**config.mk**
```make
export PLATFORM = sky130hd
export DESIGN_NAME = cpu_stage_sequencer
export DESIGN_NICKNAME = d
export VERILOG_FILES = /design/src/rtl/cpu_stage_sequencer.sv
export SDC_FILE = /design/constraint.sdc
export NUM_CORES = 1
export LEC_CHECK = 0
export CORE_MARGIN = 5
export CORE_UTILIZATION = 45
export CTS_CLUSTER_SIZE = 10
export DETAILED_ROUTE_END_ITERATION = 10
export PLACE_DENSITY = 0.86
export RECOVER_POWER = 25
export SYNTH_ARGS = -nofsm -noshare
export SYNTH_HDL_FRONTEND = slang
export SYNTH_SLANG_ARGS = --single-unit
```
**constraint.sdc**
```tcl
create_clock -name clk -period 3.6 [get_ports clk]
set_clock_uncertainty 0.2 [all_clocks]
set_input_delay 0.9 -clock clk [delete_from_list [all_inputs] [get_ports clk]]
set_output_delay 0.9 -clock clk [all_outputs]
set_load 0.01 [all_outputs]
```
**src/rtl/cpu_stage_sequencer.sv**
```systemverilog
// cpu_stage_sequencer: multicycle IF/ID/EX/MEM/WB stage controller.
// Optional performance counters are built only when STAGE_PERF_CNT_EN is defined;
// otherwise instr_count and stall_count are tied to zero.
//
// state | meaning
// ------+-----------------------------------------------------------
// IF    | fetch; instr_latch strobes while run=1
// ID    | decode
// EX    | execute; mem_access selects MEM or WB
// MEM   | data-bus access; counts wait states, aborts at MAX_WAIT
// WB    | writeback; pc_update strobes, wb_suppress after a timeout
module cpu_stage_sequencer #(
  parameter int STAGE_COUNT = 5,
  parameter int WAIT_WIDTH  = 4,
  parameter int MAX_WAIT    = 15,
  parameter int CNT_WIDTH   = 16
) (
  input  logic                   clk,
  input  logic                   reset,
  input  logic                   run,
  input  logic                   mem_access,
  input  logic                   bus_ready,
  output logic [STAGE_COUNT-1:0] pipeline_stage,
  output logic                   instr_latch,
  output logic                   pc_update,
  output logic                   wb_suppress,
  output logic                   bus_timeout,
  output logic [WAIT_WIDTH-1:0]  wait_count,
  output logic [CNT_WIDTH-1:0]   instr_count,
  output logic [CNT_WIDTH-1:0]   stall_count
);

  typedef enum logic [4:0] {
    S_IF  = 5'b00001,
    S_ID  = 5'b00010,
    S_EX  = 5'b00100,
    S_MEM = 5'b01000,
    S_WB  = 5'b10000
  } stage_t;

  localparam logic [WAIT_WIDTH-1:0] MAX_WAIT_C = WAIT_WIDTH'(MAX_WAIT);

  stage_t stage;
  logic   mem_wait;

  // A MEM cycle that is actually spent waiting on the bus (frozen cycles do not count).
  assign mem_wait = run && (stage == S_MEM) && !bus_ready;

  // Strobes are combinational so they land in the same cycle as the stage they mark.
  assign instr_latch    = run && (stage == S_IF);
  assign pc_update      = run && (stage == S_WB);
  assign pipeline_stage = STAGE_COUNT'(stage);

  // Stage sequencing, wait-state counting and timeout/suppress flags.
  always_ff @(posedge clk or negedge reset) begin
    if (!reset) begin
      stage       <= S_IF;
      wait_count  <= '0;
      bus_timeout <= 1'b0;
      wb_suppress <= 1'b0;
    end else begin
      case (stage)
        S_IF: if (run) stage <= S_ID;
        S_ID: if (run) stage <= S_EX;
        S_EX: begin
          if (run) begin
            wait_count <= '0;
            stage      <= mem_access ? S_MEM : S_WB;
          end
        end
        S_MEM: begin
          if (run) begin
            if (bus_ready) begin
              stage      <= S_WB;
              wait_count <= '0;
            end else if (wait_count == MAX_WAIT_C) begin
              // Hung access: abandon it, flag it, and block its writeback.
              stage       <= S_WB;
              wait_count  <= '0;
              bus_timeout <= 1'b1;
              wb_suppress <= 1'b1;
            end else begin
              wait_count <= wait_count + 1'b1;
            end
          end
        end
        S_WB: begin
          if (run) begin
            stage       <= S_IF;
            wb_suppress <= 1'b0;
          end
        end
        // Unreachable non-one-hot encodings fall back to fetch regardless of run.
        default: begin
          stage       <= S_IF;
          wait_count  <= '0;
          wb_suppress <= 1'b0;
        end
      endcase
    end
  end

`ifdef STAGE_PERF_CNT_EN
  localparam logic [CNT_WIDTH-1:0] CNT_MAX = '1;

  // Saturating retired-instruction and bus-stall counters.
  always_ff @(posedge clk or negedge reset) begin
    if (!reset) begin
      instr_count <= '0;
      stall_count <= '0;
    end else begin
      if (pc_update && (instr_count != CNT_MAX)) instr_count <= instr_count + 1'b1;
      if (mem_wait && (stall_count != CNT_MAX)) stall_count <= stall_count + 1'b1;
    end
  end
`else
  logic unused_mem_wait;
  assign unused_mem_wait = mem_wait;
  assign instr_count = '0;
  assign stall_count = '0;
`endif

endmodule

```
==> results by stage <==
STA:
- Setup repair after global routing left no endpoint under its margin.
- In the final timing run, aggregate negative setup slack is 0 ns.
- The minimum clock period after layout is around 3.3 ns.
- Of the available clock period, the critical path in the final layout requires about 92%.
- Setup violations remaining at the end of the flow were counted as 0.
- The final number of max-transition violations was 0.
- At the pin with the least slew margin, the transition time is 0.512 ns.
- Timing would allow up to 0.300 GHz.
- The final hold violation count was 0.
- The headroom to the max-slew limit is 65.7%.

GRT:
- In the global route stage, overall resource usage came out at 13.8%.
- The number of antenna violations at the first check in global routing is 0.
- The number of global-route vias before repair was 883.
- Entering global routing, the biggest net connects 22 pins.
- The total overflow left after global routing is 0.
- The wire length of the first global-routing pass is around 3.7 mm.

Synthesis:
- After synthesis, the cell types taking the most area are sky130_fd_sc_hd__dfrtp_1 23%, sky130_fd_sc_hd__buf_4 22%, sky130_fd_sc_hd__o21ai_0 4.6%, sky130_fd_sc_hd__nor2b_1 2.8%, sky130_fd_sc_hd__nor3b_1 2.7%.
- The number of flops mapped to enable cells by yosys is 0.
- The gate count after technology mapping is 130.
- The flip-flop cell with the highest count after synthesis is sky130_fd_sc_hd__dfrtp_1.
- In the synthesized netlist the async set-or-reset flop fraction comes to 100%.
- The cell area that synthesis handed to floorplanning was 1100 um2.
- The count of synthesis-stage warnings from yosys is 0.
- Summed over all instances, the cell type with the most area after synthesis is sky130_fd_sc_hd__dfrtp_1.
- The flip-flop and latch count after synthesis is 11.
- The number of distinct library cells after synthesis is 45.
- The average size of a mapped cell is 8.46 um2.
- For this run, the register share of the synthesized area comes to 25.1%.
- The top cell type by area accounts for 22.8% of the synthesized area.

Clock tree:
- The buffer count from post-CTS setup fixing is 0.
- The insertion delay of the later-clocked pin in the worst-skew pair is 0.28 ns.
- TritonCTS built the clock tree.
- CTS placed an instance of sky130_fd_sc_hd__clkbuf_4 at the clock tree root.
- The longest clock path from root to sink contains 2 buffers.
- In this run, post-CTS repair resized a total of 0 instances.
- CTS saw 11 sinks.
- In this run the number of H-tree levels came out at 1.
- The number of clock buffers inserted by TritonCTS is 3.
- The clock edge transition at the registers on the reported setup and hold paths is 0.07 ns.
- In this run, post-CTS hold repair placed 0 buffers.

Place:
- Once detailed placement completed, the half-perimeter wirelength came to 1.78 mm.
- The final weighted congestion in routability-driven placement is 0.873.
- The number of port buffers is 17.

Floorplan:
- The floorplan die width is ~59 um.
- From bottom edge to top edge, the die measures 59.4 um.
- The floorplan die area is between 3000 and 4000 um2.
- For this configuration, the core starts out at a cell density of a little under half.
- The floorplan has 18 rows.
- The core footprint is 2410 um2.
- During I/O placement, the number of pins put on the boundary was 50.

Routing:
- The first-pass detailed-route iteration total is 6.
- The detailed router finished its first iteration with 30 violations.
- Wires add up to 2.39 mm.
- The detail route stage leaves a number of antenna-violating nets equal to 0.
- In the final routed layout, each cell accounts on average for between 10 and 15 um.
- The final route contains around 930 vias.
- The average vias per placed instance is about 5.3.
- The number of remaining DRC errors is 0.

Outcome:
- The run finished with clean final reports.

Critical path:
- The startpoint kind of the worst setup timing path is an input pin.
- The largest driver fanout on the critical path is 2.
- The sort of element at the end of the critical path is an output port.
- The signal arrival time at the worst endpoint is ~2.2 ns.
- The endpoint required time on the critical path is 2.50 ns.
- The critical path is of the in -> out type.
- The worst-case register-to-register setup slack is 1.26 ns.

Layout:
- The number of antenna diodes in the final layout is 0.
- Of the cells placed in the final design, the portion with a size suffix greater than 1 is 12.2%.
- The area growth from synthesis to layout is 9.67%.
- At the end of the flow, the number of nets in the layout was 154.
- Leaving out fill and tap cells, the most frequent cell in the layout is sky130_fd_sc_hd__conb_1.
- In the layout the commonest cells are 32 x sky130_fd_sc_hd__conb_1, 16 x sky130_fd_sc_hd__clkdlybuf4s50_1, 10 x sky130_fd_sc_hd__o21ai_0, 10 x sky130_fd_sc_hd__dfrtp_1.

Power and ir drop:
- In this run the power density over the cells is between 400 and 500 nW/um2.
- The worst-case IR drop observed on VDD is 0.000216 V.
- The total leakage power is 0.545 nW.
- The post-layout total power is 0.000548 W.

Min path:
- The path class of the lowest-slack min-delay path is reg -> reg.

Job:
- Max-cap violations in this run came to 0.
area by class of cell:
class                   count  area, um2
clock buffers               4       26.3
multi-input cells         107        647
flip-flops and latches     11        277
inverters                   3       11.3
well taps                  30       37.5
repair buffers             22        208
fillers                   232       1200
stage by stage:
stage | worst slack [ns] | utilization [%] | area (um2) | hold WS, ns | std cells
floorplan | 0.942 | - | 1220 | 0.312 | 161
global placement | 0.224 | 49.0 | 1180 | 0.254 | 173
detailed placement | 0.273 | 49.0 | 1180 | 0.257 | 173
CTS | 0.248 | 50.1 | 1210 | 0.273 | 177
global route | 0.156 | 50.1 | 1210 | 0.297 | 177
finish | 0.271 | 50.1 | 1210 | 0.267 | 177
power breakdown:
part | internal [W] | switching [W] | total [W]
Sequential | 0.000141 | 0.0000258 | 0.000167
Combinational | 0.000136 | 0.000155 | 0.000291
Clock | 0.0000431 | 0.0000472 | 0.0000903
per-layer routing:
layer  share of wire [%]  up-vias  GRT usage [%]
li1                    -      437              -
met2                  46       55           22.8
met3                  11        7           2.61
met4                 3.1        0           9.71
met1                  39      433           15.9
met5                   0        -              0
logic make-up (layout without fill, tap and decap cells):
kind of cell	Yosys count	after routing	share of synthesized area, %
adders and majority gates	1	1	1.14
AOI/OAI and AO/OA	30	30	19.8
other	1	32	0.341
buffers and inverters	43	29	26.6
muxes	1	1	1.36
DFF	11	11	25.1
xor gates and xnor gates	2	2	1.59
and+or+nand+nor	41	41	24.0
cell usage after synthesis, types with 2 or more instances:
library cell	count
sky130_fd_sc_hd__or3b_2	2
sky130_fd_sc_hd__xor2_1	2
sky130_fd_sc_hd__nor4b_1	2
sky130_fd_sc_hd__nor2b_1	5
sky130_fd_sc_hd__nor2_1	4
sky130_fd_sc_hd__buf_2	3
sky130_fd_sc_hd__nor4_1	2
sky130_fd_sc_hd__nor3_1	2
sky130_fd_sc_hd__clkbuf_1	4
sky130_fd_sc_hd__nand3_1	3
sky130_fd_sc_hd__buf_4	32
sky130_fd_sc_hd__dfrtp_1	10
sky130_fd_sc_hd__inv_1	3
sky130_fd_sc_hd__o31ai_1	2
sky130_fd_sc_hd__a2111oi_0	2
sky130_fd_sc_hd__nor3b_1	4
sky130_fd_sc_hd__nand4_1	4
sky130_fd_sc_hd__a21oi_1	4
sky130_fd_sc_hd__nand2_1	4
sky130_fd_sc_hd__o211ai_1	2
sky130_fd_sc_hd__o21ai_0	10
critical path: stages:
cell	delay, ns
sky130_fd_sc_hd__clkdlybuf4s50_1	0.48
sky130_fd_sc_hd__nand2_1	0.06
sky130_fd_sc_hd__nor4_1	0.19
sky130_fd_sc_hd__clkdlybuf4s50_1	0.60
sequential cells by signal (all words and copies together) (netlist names):
signal / count
pipeline_stage: 5
wait_count: 4
wb_suppress: 1
bus_timeout: 1
worst paths after layout:
check | startpoint | to | cells after the start
worst max-delay path | run | instr_latch | 4
worst min-delay path | bus_timeout | bus_timeout | 1
worst max register to register | pipeline_stage[2] | wait_count[0] | 5
worst min register to register | bus_timeout | bus_timeout | 1
max in group asynchronous | reset | pipeline_stage[0] | 1
min in group asynchronous | reset | wait_count[1] | 1
Power figures use the tool's default switching activity.
